[config.mk]
export PLATFORM = sky130hd
export DESIGN_NAME = hazard_ctrl
export DESIGN_NICKNAME = d
export VERILOG_FILES = /design/src/rtl/hazard_ctrl.sv
export SDC_FILE = /design/constraint.sdc
export NUM_CORES = 1
export LEC_CHECK = 0
export ABC_AREA = 0
export CORE_MARGIN = 5
export CORE_UTILIZATION = 35
export DETAILED_ROUTE_END_ITERATION = 6
export DONT_BUFFER_PORTS = 1
export PLACE_DENSITY = 0.54
export SLEW_MARGIN = 20
export SYNTH_ARGS = -nofsm -noshare
export SYNTH_HDL_FRONTEND = slang
export SYNTH_SLANG_ARGS = --single-unit
[constraint.sdc]
create_clock -name CLK -period 3.85 [get_ports CLK]
set_clock_uncertainty 0.15 [all_clocks]
set_input_delay 0.77 -clock CLK [delete_from_list [all_inputs] [get_ports CLK]]
set_output_delay 0.77 -clock CLK [all_outputs]
set_load 0.01 [all_outputs]
[src/rtl/hazard_ctrl.sv]
// hazard_ctrl -- hazard detection and pipeline control for the 5-stage pipeline.
//
// Purpose:
//   Produces the stall and flush controls for the stage registers and the
//   forwarding selects for the E-stage ALU and the D-stage branch comparator.
//   It also tracks the multi-cycle multiply/divide unit (MDU), so that HI/LO
//   readers and back-to-back MDU ops wait until the MDU result is ready.
//
// Ports:
//   CLK, CLR              clock (rising edge); synchronous active-high reset
//   rsD, rtD, ALUconD     sources and ALU control of the instruction in D
//   branchD, pcsrcD       D holds a branch / the branch or jump is taken
//   rsE, rtE, writeregE   sources and destination of the instruction in E
//   regwrE, memregE       register write and result select (01 = load) in E
//   ALUconE               ALU control of the instruction in E
//   writeregM, regwrM,
//   memregM               destination, write enable and result select in M
//   writeregW, regwrW     destination and write enable in W
//   stallF, stallD        hold the PC / the IF-ID register
//   flushD                clear the IF-ID register
//   flushE                clear the D->E control and data registers
//   forwardAD, forwardBD  use the M-stage result at the D-stage comparator
//   forwardAE, forwardBE  E operand select: 00 regfile, 01 W, 10 M
//   mdu_start             an MDU op is accepted from E this cycle
//   mdu_busy              the MDU result is not yet valid
module hazard_ctrl #(
  parameter logic [4:0] MUL_OP  = 5'b11000,
  parameter logic [4:0] DIV_OP  = 5'b11001,
  parameter logic [4:0] MFHI_OP = 5'b11010,
  parameter logic [4:0] MFLO_OP = 5'b11011,
  parameter int         MUL_LAT = 4,
  parameter int         DIV_LAT = 16
) (
  input  logic       CLK,
  input  logic       CLR,
  input  logic [4:0] rsD,
  input  logic [4:0] rtD,
  input  logic [4:0] ALUconD,
  input  logic       branchD,
  input  logic       pcsrcD,
  input  logic [4:0] rsE,
  input  logic [4:0] rtE,
  input  logic [4:0] writeregE,
  input  logic       regwrE,
  input  logic [1:0] memregE,
  input  logic [4:0] ALUconE,
  input  logic [4:0] writeregM,
  input  logic       regwrM,
  input  logic [1:0] memregM,
  input  logic [4:0] writeregW,
  input  logic       regwrW,
  output logic       stallF,
  output logic       stallD,
  output logic       flushD,
  output logic       flushE,
  output logic       forwardAD,
  output logic       forwardBD,
  output logic [1:0] forwardAE,
  output logic [1:0] forwardBE,
  output logic       mdu_start,
  output logic       mdu_busy
);

  localparam logic [4:0] MUL_LAT_C = 5'(MUL_LAT);
  localparam logic [4:0] DIV_LAT_C = 5'(DIV_LAT);

  // Register $0 is hard-wired to zero, so it never creates a dependency.
  function automatic logic reg_match(input logic [4:0] a, input logic [4:0] b);
    return (a != 5'd0) && (a == b);
  endfunction

  // ---------------------------------------------------------------------------
  // MDU counter: zero means idle (result valid), nonzero counts down the
  // remaining cycles of the op in flight.
  // ---------------------------------------------------------------------------
  logic [4:0] cnt_q, cnt_d;
  logic       mdu_op_e;
  logic       start_raw;

  always_comb begin
    mdu_op_e  = (ALUconE == MUL_OP) || (ALUconE == DIV_OP);
    start_raw = (cnt_q == 5'd0) && mdu_op_e;
    cnt_d     = cnt_q;
    if (cnt_q != 5'd0) begin
      // An MDU op showing up in E while busy is ignored; the count runs on.
      cnt_d = cnt_q - 5'd1;
    end else if (mdu_op_e) begin
      cnt_d = (ALUconE == MUL_OP) ? MUL_LAT_C : DIV_LAT_C;
    end
  end

  always_ff @(posedge CLK) begin
    if (CLR) begin
      cnt_q <= 5'd0;
    end else begin
      cnt_q <= cnt_d;
    end
  end

  // ---------------------------------------------------------------------------
  // Hazard detection, stall/flush and forwarding (purely combinational).
  // ---------------------------------------------------------------------------
  logic lwstall, brstall, mdustall, mdu_op_d, stall;

  always_comb begin
    lwstall  = (memregE == 2'b01) && regwrE &&
               (reg_match(rsD, writeregE) || reg_match(rtD, writeregE));

    brstall  = branchD &&
               ((regwrE && (reg_match(rsD, writeregE) || reg_match(rtD, writeregE))) ||
                ((memregM == 2'b01) &&
                 (reg_match(rsD, writeregM) || reg_match(rtD, writeregM))));

    mdu_op_d = (ALUconD == MUL_OP) || (ALUconD == DIV_OP) ||
               (ALUconD == MFHI_OP) || (ALUconD == MFLO_OP);
    // The op loading the counter this cycle already blocks a dependent op in D,
    // one cycle before mdu_busy itself rises.
    mdustall = ((cnt_q != 5'd0) || start_raw) && mdu_op_d;

    stall    = lwstall || brstall || mdustall;
  end

  always_comb begin
    stallF    = stall;
    stallD    = stall;
    flushE    = stall;
    flushD    = pcsrcD && !stall;
    forwardAD = regwrM && reg_match(rsD, writeregM);
    forwardBD = regwrM && reg_match(rtD, writeregM);
    mdu_start = start_raw;

    // M has priority over W: it holds the younger value.
    forwardAE = 2'b00;
    if (regwrM && reg_match(rsE, writeregM)) begin
      forwardAE = 2'b10;
    end else if (regwrW && reg_match(rsE, writeregW)) begin
      forwardAE = 2'b01;
    end

    forwardBE = 2'b00;
    if (regwrM && reg_match(rtE, writeregM)) begin
      forwardBE = 2'b10;
    end else if (regwrW && reg_match(rtE, writeregW)) begin
      forwardBE = 2'b01;
    end

    // While in reset, clear both pipeline registers and release every stall.
    if (CLR) begin
      stallF    = 1'b0;
      stallD    = 1'b0;
      flushD    = 1'b1;
      flushE    = 1'b1;
      forwardAD = 1'b0;
      forwardBD = 1'b0;
      forwardAE = 2'b00;
      forwardBE = 2'b00;
      mdu_start = 1'b0;
    end
  end

  // Busy follows the counter only; it drops the cycle after a reset edge.
  assign mdu_busy = (cnt_q != 5'd0);

endmodule

==> results.md, run 1 <==
* Total power draw at 375 uW
* Clock buffer depth at 2
* GRT Total Usage at 0.143
* Worst setup SP type: primary input
* Area leader, netlist: xnor2_1
* Die height at 60.5 um
* Residual DRC count at 0
* Die ar. at 0.00365 sq mm
* Multi-input logic area at 753 sq um
* Synth Cell Area at 891 sq um
* Largest net degree at the start of global routing at 14
* Placed Cells at 145
* Worst path top cell family by delay: compound AO/OA/AOI/OAI gates
* Detailed placer's ending HPWL at 2.17 mm
* CP Max Fanout at 4
* Count leader, synth: xnor2_1
* CTS tree: yes
* CTS Hold Bufs at 0
* Total negative slack at 0 ns
* Area delta synth->final at 5.06%
* Worst hold-check path type: reg2reg
* Post-synth top cells: xnor2_1, nor2_1, xor2_1, nand2_1
* CTS buffer count at 3
* Crit path DAT at 2.14 ns
* Routed WL at 2.47 mm
* Slew margin rel. at 0.626
* Yosys warnings at 0
* Gate Count Post-Synth at 119
* Asr flop ratio synth at 0
* Top reg by flops: cnt_q
* Die width at 60.5 um
* Critical Path, Cell by Cell: xor2_1 -> a211oi_1 -> nand4_1 -> a211o_1 -> a31oi_1
* Clock transition at path regs at 0.05 ns
* CP Depth at 5
* Crit. End Element: primary output
* Static leakage at 0.292 nW
* Drt initial violations at 19
* Max-cap violation count at 0
* Max Fclk at 327 MHz
* Unique masters post-synth at 27
* Antenna-violating nets left at 0
* Worst VDD drop at 0.441 mV
* Sink Count at 5
* Core area at 0.00245 sq mm
* CP max stage cell: a31oi_1
* Register area share after synthesis at 0.112
* Final setup vio count at 0
* Post-synth EDFFs at 0
* Nets at 178
* Fin. Hold Viols at 0
* Clock Root Buffer: clkbuf_4
* Critical path's largest stage delay at 0.49 ns
* Final cell count without fillers at 149
* Filler instances at 261
* Per-cell routed wire length at 16.6 um
* Pre-antenna DRT Iters at 4
* RSZ-0062 raised after global routing: false
* Synth area leaders: xnor2_1, dfxtp_1, xor2_1
* Pwr per Cell Area at 401 mW/mm^2
* Net Count, Synth at 177
* Hold Path Depth at 1
* Largest registers: cnt_q: 5 flops
* Clock period minus worst slack at 3.06 ns
* Routability congestion estimate at 0.769
* Cell row count at 18
* N_diodes at 0
* Final slew viol count at 0
* Final Util at 0.381
* Boundary pin count at 68
* First-pass GRT wire length at 4.02 mm
* CTS resizes at 0
* Register area at 100 sq um
* Clk_lat worst skew at 0.24 ns
* Worst EP required at 2.93 ns
* Run status: completed
* Buf+Inv Stages, Crit Path at 0
* Avg Cell Area, Syn at 7.49 sq um
* Grt total ovfl at 0
* Share of cells above drive strength 1 at 0.0336
* Antenna violations before repair at 0
* Final Cycle Share at 0.795
* Crit Path Category: in2out
* Cells on worst reg2reg path at 6
* Max reg flops at 5
* Buffers on Ports at 0
* Vias in the first global route at 910
* H-tree depth at 1
* Measured slew at the worst slew-check pin at 0.558 ns
* Top cell type's share of synthesized area at 0.305
* Vias per cell at 5.61
* Vias at 836
* Post-CTS Setup Bufs at 0
* Synth Register Bits at 5
* Post-synth top flop: dfxtp_1
* Initial core utilization at 0.363
where the power goes:
part	switching (mW)	internal, mW	leakage, nW
registers	0.0222	0.0766	0.0415
clock network	0.0222	0.0392	0.0150
logic	0.108	0.107	0.236
total	0.153	0.223	0.292
layout by cell type, fill, tap and decap left out, drive strengths merged, types with 3 or more instances in the layout:
master / synthesis / routed
a211oi: 5 / 5
clkbuf: 3 / 4
dfxtp: 5 / 5
inv: 5 / 5
nand2: 8 / 8
nand3: 4 / 4
nand4: 5 / 5
nor2: 12 / 12
nor2b: 4 / 4
nor3: 3 / 3
nor4: 5 / 5
xnor2: 31 / 31
xor2: 10 / 10
final timing paths:
check | start | end | slack (ns)
setup / recovery | writeregM[4] | stallF | 0.79
setup reg to reg | cnt_q[0] | cnt_q[2] | 2.14
hold reg to reg | cnt_q[0] | cnt_q[0] | 0.34
hold / removal | cnt_q[0] | cnt_q[0] | 0.34
per-stage QoR:
stage | area (sq um) | hold slack, ns | setup slack, ns
after CTS | 936 | 0.347 | 0.782
after detailed placement | 910 | 0.337 | 0.790
final | 936 | 0.343 | 0.788
after floorplan | 891 | 0.310 | 0.874
after global routing | 936 | 0.378 | 0.699
after global placement | 910 | 0.336 | 0.794
routing by layer:
metal  GRT usage  vias to the layer above  share of wire
li1            -                      422              -
met1       0.169                      367           0.41
met2       0.252                       47           0.47
met3      0.0617                        0           0.12
met4     0.00929                        0              0
met5           0                        -              0
cell type report:
| type | instances | area share |
|---|---|---|
| flip-flops and latches | 5 | 0.107 |
| multi-input cells | 105 | 0.805 |
| inverters | 5 | 0.0201 |
| clock buffers | 4 | 0.0281 |
| well taps | 30 | 0.0401 |
kinds of logic after synthesis:
kind of cell / Yosys count / synth area share
buffers and inverters: 9 / 0.0421
adders and majority gates: 2 / 0.0281
DFF: 5 / 0.112
AOI/OAI and AO/OA: 14 / 0.125
xor gates and xnor gates: 41 / 0.403
and+or+nand+nor: 48 / 0.289
No activity file was read; power rests on OpenSTA's default activity.
==> run 2: changes to the inputs <==
PLACE_DENSITY = 0.56   (was 0.54)
clock period = 2.5 ns   (was 3.85 ns; I/O delays follow)
==> run 2 against run 1 <==
Effect of this change:
- sequential share of layout area fell by 0.49 points
- setup slack got worse by 0.68 ns
- non-clock buffer count rose by 6
- wire length fell by 0.81%
- clock power rose by 48%
- critical path depth rose by 1
- final cell count rose by 4.0%
- critical path type unchanged
- largest power group unchanged
==> results.md, run 2 (synthesis results as in run 1) <==
* CP Max Fanout at 4 (unchanged)
* R2R Setup Slk at 0.87 ns (was 2.14 ns)
* Fin Hold WS at 0.180 ns (was 0.343 ns)
* Final setup vio count at 0 (unchanged)
* Worst EP required at 1.85 ns (was 2.93 ns)
* Crit path DAT at 1.74 ns (was 2.14 ns)
* Die ar. at 0.00365 sq mm (unchanged)
* Max reg flops at 5 (unchanged)
* Crit. End Element: primary output (unchanged)
* GRT Total Usage at 0.140 (was 0.143)
* Initial core utilization at 0.363 (unchanged)
* Psw at 242 uW (was 153 uW)
* CP Depth at 6 (was 5)
* Worst VDD drop at 0.383 mV (was 0.441 mV)
* Routed WL at 2.45 mm (was 2.47 mm)
* Total negative slack at 0 ns (unchanged)
* FF-to-FF Start: cnt_q[0] (unchanged)
* Crit path from: writeregM[4] (unchanged)
* Residual DRC count at 0 (unchanged)
* Worst setup SP type: primary input (unchanged)
* Routability congestion estimate at 0.804 (was 0.769)
* Vias per cell at 5.59 (was 5.61)
* Slew margin rel. at 0.725 (was 0.626)
* Area delta synth->final at 10.1% (was 5.06%)
* Worst hold-check path type: in2reg (was reg2reg)
* Sw Ratio at 0.399 (was 0.407)
* Buf+Inv Stages, Crit Path at 1 (was 0)
* Clock period minus worst slack at 2.39 ns
* H-tree depth at 1 (unchanged)
* Share of cells above drive strength 1 at 0.0800 (was 0.0336)
* Clock share of power at 0.151 (was 0.164)
* Core area at 0.00245 sq mm (unchanged)
* Crit Path Category: in2out (unchanged)
* Pre-antenna DRT Iters at 3 (was 4)
* Cell row count at 18 (unchanged)
* Run status: completed (unchanged)
* Vias at 866 (was 836)
* CP max stage cell: a211o_1 (was a31oi_1)
* Drt initial violations at 42 (was 19)
* Grt total ovfl at 0 (unchanged)
* Detailed placer's ending HPWL at 2.19 mm (was 2.17 mm)
* N_diodes at 0 (unchanged)
* CTS resizes at 0 (unchanged)
* Die width at 60.5 um (unchanged)
* Final Util at 0.400 (was 0.381)
* Most common cell after layout, fill and taps aside: xnor2_1 (unchanged)
* Final slew viol count at 0 (unchanged)
* Internal power at 364 uW (was 223 uW)
* Antenna-violating nets left at 0 (unchanged)
* Clock buffer depth at 2 (unchanged)
* Clock transition at path regs at 0.04 ns (was 0.05 ns)
* CTS buffer count at 3 (unchanged)
* Largest registers: cnt_q: 5 flops (unchanged)
* Boundary pin count at 68 (unchanged)
* Pwr per Cell Area at 618 mW/mm^2 (was 401 mW/mm^2)
* RSZ-0062 raised after global routing: true (was false)
* Commonest cells after routing, fill and taps aside: xnor2_1, nor2_1, xor2_1 (unchanged)
* CP endpoint: stallF (unchanged)
* Max Fclk at 418 MHz
* Comb power frac at 0.598 (was 0.573)
* First-pass GRT wire length at 3.97 mm (was 4.02 mm)
* Final Cycle Share at 0.958
* Antenna violations before repair at 0 (unchanged)
* RR Endpoint: cnt_q[3] (was cnt_q[2])
* Fin. Hold Viols at 0 (unchanged)
* Die height at 60.5 um (unchanged)
* Critical path's largest stage delay at 0.35 ns (was 0.49 ns)
* CTS tree: yes (unchanged)
* Total power draw at 606 uW (was 375 uW)
* Clock Root Buffer: clkbuf_4 (unchanged)
* Clk_lat worst skew at 0.24 ns (about the same)
* Largest net degree at the start of global routing at 14 (unchanged)
* Nets at 184 (was 178)
* Critical Path, Cell by Cell: xor2_1 -> a211oi_1 -> nand4_1 -> a211o_1 -> a31oi_1 -> buf_4 (was xor2_1 -> a211oi_1 -> nand4_1 -> a211o_1 -> a31oi_1)
* Flop pwr share at 0.251 (was 0.263)
* Top reg by flops: cnt_q (unchanged)
* Max-cap violation count at 0 (unchanged)
* Cells on worst reg2reg path at 7 (was 6)
* Sink Count at 5 (unchanged)
* Static leakage at 0.323 nW (was 0.292 nW)
* Worst path top cell family by delay: compound AO/OA/AOI/OAI gates (unchanged)
* Vias in the first global route at 922 (was 910)
* Per-cell routed wire length at 15.8 um (was 16.6 um)
* Buffers on Ports at 0 (unchanged)
* Measured slew at the worst slew-check pin at 0.409 ns (was 0.558 ns)
==> run 2: cell count changes in the layout (fill, tap and decap cells not counted) <==
cell / delta
buf_4: +6
==> run 2: per-stage QoR <==
step           worst slack [ns]  std cells  instance area (sq um)
2_1_floorplan            0.0641        119                    891
6_report                  0.105        155                    981
3_3_place_gp              0.105        150                    947
3_5_place_dp             0.0896        150                    947
5_1_grt               -0.000397        155                    981
4_1_cts                  0.0590        154                    973
==> run 2: power groups by stage <==
stage          registers [mW]  logic, mW  clock network (mW)
2_1_floorplan           0.147      0.294                   0
3_3_place_gp            0.153      0.350                   0
3_5_place_dp            0.155      0.360                   0
4_1_cts                 0.153      0.364              0.0983
5_1_grt                 0.158      0.406               0.106
6_report                0.152      0.363              0.0913
==> run 2: how the worst min path moves through the flow <==
stage	startpoint	to	slack [ns]	cells past startpoint
global route	CLR	cnt_q[2]	0.16	1
detailed placement	cnt_q[0]	cnt_q[0]	0.34	1
finish	CLR	cnt_q[4]	0.18	1
floorplan	cnt_q[0]	cnt_q[0]	0.31	1
CTS	CLR	cnt_q[4]	0.17	1
global placement	cnt_q[0]	cnt_q[0]	0.33	1
==> run 2: layer usage <==
metal | part of all wire | up-vias | GRT usage
li1 | - | 431 | -
met1 | 0.38 | 400 | 0.150
met2 | 0.51 | 33 | 0.253
met3 | 0.10 | 2 | 0.0447
met4 | 0.0037 | 0 | 0.0557
met5 | 0 | - | 0
==> run 2: worst reg2reg max path: cells and delay by family (launching register included) <==
family,cells,cell delay [ns]
AND/OR/NAND/NOR,3,0.44
XOR/XNOR,1,0.16
buffers and inverters,2,0.23
flip-flops,1,0.36
adder cells (fa/ha/maj),1,0.18
==> run 2: repair_timing <==
item                       in CTS  in global routing
hold buffers                    0                  0
setup endpoints to repair       0                  2
buffers inserted                0                  1
==> run 2: cell type report <==
class / instances / area (sq um)
Inverter: 5 / 18.8
Fill cell: 271 / 1470
Tap cell: 30 / 37.5
Sequential cell: 5 / 100
Clock buffer: 4 / 26.3
Timing Repair Buffer: 6 / 45.0
Multi-Input combinational cell: 105 / 753
==> run 3: changes to the inputs <==
PLACE_DENSITY = 0.6   (was 0.56)
==> run 3 against run 2 <==
Effect of this change:
- first-iteration DRC count down 98%
- register-to-register slack barely moved
- count of clock-buffer cells in the layout unchanged
- die area stayed put
- wire length down 0.90%
- combinational power is 2% lower
- power fell by 0.64%
- highest routed layer unchanged
==> results.md, run 3 (synthesis results as in run 1) <==
* Worst EP required at 1.85 ns (about the same)
* Clock transition at path regs at 0.05 ns (was 0.04 ns)
* Antenna violations before repair at 0 (unchanged)
* Die height at 60.5 um (unchanged)
* CTS buffer count at 3 (unchanged)
* Placed Cells at 149 (was 150)
* H-tree depth at 1 (unchanged)
* Antenna-violating nets left at 0 (unchanged)
* Max Fclk at 415 MHz (was 418 MHz)
* Max-cap violation count at 0 (unchanged)
* Largest net degree at the start of global routing at 14 (unchanged)
* Cell row count at 18 (unchanged)
* Sink Count at 5 (unchanged)
* Total power draw at 602 uW (was 606 uW)
* Per-cell routed wire length at 15.9 um (was 15.8 um)
* Internal power at 363 uW (was 364 uW)
* Residual DRC count at 0 (unchanged)
* Sw Ratio at 0.397 (was 0.399)
* Filler instances at 269 (was 271)
* Die width at 60.5 um (unchanged)
* Run status: completed (unchanged)
* N_diodes at 0 (unchanged)
* R2R Setup Slk at 0.88 ns (was 0.87 ns)
* Final Cycle Share at 0.964 (was 0.958)
* CTS resizes at 0 (unchanged)
* Clk_lat worst skew at 0.24 ns (about the same)
* Measured slew at the worst slew-check pin at 0.393 ns (was 0.409 ns)
* Vias per cell at 5.54 (was 5.59)
* Slew margin rel. at 0.736 (was 0.725)
* CTS Hold Bufs at 0 (unchanged)
* CP Max Fanout at 3 (was 4)
* CTS tree: yes (unchanged)
* Post-CTS Setup Bufs at 0 (unchanged)
* Worst hold-check path type: in2reg (unchanged)
* Worst VDD drop at 0.439 mV (was 0.383 mV)
* Routed WL at 2.43 mm (was 2.45 mm)
* Clock period minus worst slack at 2.41 ns (was 2.39 ns)
* Final slew viol count at 0 (unchanged)
* Vias at 848 (was 866)
* Share of cells above drive strength 1 at 0.0732 (was 0.0800)
* Comb power frac at 0.588 (was 0.598)
* Clock share of power at 0.157 (was 0.151)
* Flop pwr share at 0.255 (was 0.251)
* Total negative slack at 0 ns (unchanged)
* Most common cell after layout, fill and taps aside: xnor2_1 (unchanged)
* GRT Total Usage at 0.133 (was 0.140)
* Grt total ovfl at 0 (unchanged)
* Fin. Hold Viols at 0 (unchanged)
* Pre-antenna DRT Iters at 4 (was 3)
* Crit path DAT at 1.76 ns (was 1.74 ns)
* Routability congestion estimate at 0.775 (was 0.804)
* Crit. End Element: primary output (unchanged)
* Worst setup SP type: primary input (unchanged)
* Pwr per Cell Area at 623 mW/mm^2 (was 618 mW/mm^2)
* Die ar. at 0.00365 sq mm (unchanged)
* Detailed placer's ending HPWL at 2.17 mm (was 2.19 mm)
* Static leakage at 0.314 nW (was 0.323 nW)
* Largest registers: cnt_q: 5 flops (unchanged)
* Area delta synth->final at 8.57% (was 10.1%)
* Vias in the first global route at 945 (was 922)
* Nets at 182 (was 184)
* Core area at 0.00245 sq mm (unchanged)
* Buffers on Ports at 0 (unchanged)
* Commonest cells after routing, fill and taps aside: xnor2_1, nor2_1, xor2_1 (unchanged)
* Final setup vio count at 0 (unchanged)
* Final cell count without fillers at 153 (was 155)
* Fin Hold WS at 0.174 ns (was 0.180 ns)
* Max reg flops at 5 (unchanged)
* Psw at 239 uW (was 242 uW)
* Boundary pin count at 68 (unchanged)
* Initial core utilization at 0.363 (unchanged)
* Crit Path Category: in2out (unchanged)
* Top reg by flops: cnt_q (unchanged)
* Clock buffer depth at 2 (unchanged)
* RSZ-0062 raised after global routing: false (was true)
* First-pass GRT wire length at 3.84 mm (was 3.97 mm)
* Clock Root Buffer: clkbuf_4 (unchanged)
* Drt initial violations at 1 (was 42)
## run 3: changes by cell type in the layout (fill, tap and decap cells not counted), sizes merged
cell | previous run | this run
buf | 6 | 4
## run 3: metrics by stage
step	utilization	cell area [sq um]	worst slack [ns]
global route	0.394	967	0.0275
global placement	0.383	940	0.154
CTS	0.393	966	0.114
detailed placement	0.383	940	0.114
floorplan	-	891	0.0641
finish	0.394	967	0.0909
## run 3: path summary, 6_finish.rpt
path | start | endpoint | depth (start not counted)
worst max-delay path | rsE[1] | forwardAE[0] | 5
worst max register to register | cnt_q[0] | cnt_q[3] | 7
worst min-delay path | CLR | cnt_q[4] | 1
worst min register to register | cnt_q[0] | cnt_q[0] | 1
## run 3: routing by layer
layer  global-route usage  wire length [um]
met5                    0                 0
met1                0.145               911
met2                0.238              1210
met3               0.0532               301
met4               0.0402                 8
## run 3: layout make-up
type / instances / area [sq um] / area share
sequential: 5 / 101 / 0.105
tap: 30 / 37.5 / 0.0388
clock buffer: 4 / 26.3 / 0.0272
multi-input combinational: 105 / 753 / 0.779
timing repair buffer: 4 / 30.0 / 0.0310
inverter: 5 / 18.8 / 0.0194
## run 3: power groups by stage
| stage | logic [mW] | clock network [mW] | registers [mW] |
|---|---|---|---|
| after CTS | 0.360 | 0.0980 | 0.152 |
| after detailed placement | 0.352 | 0 | 0.153 |
| final | 0.354 | 0.0948 | 0.153 |
| after global routing | 0.403 | 0.102 | 0.159 |
| after floorplan | 0.294 | 0 | 0.147 |
| after global placement | 0.345 | 0 | 0.152 |
## run 3: critical path: stages
cell and delay (ns):
or4_1 0.51, nor2_1 0.16, nor4_1 0.10, nor4_1 0.30, buf_4 0.18
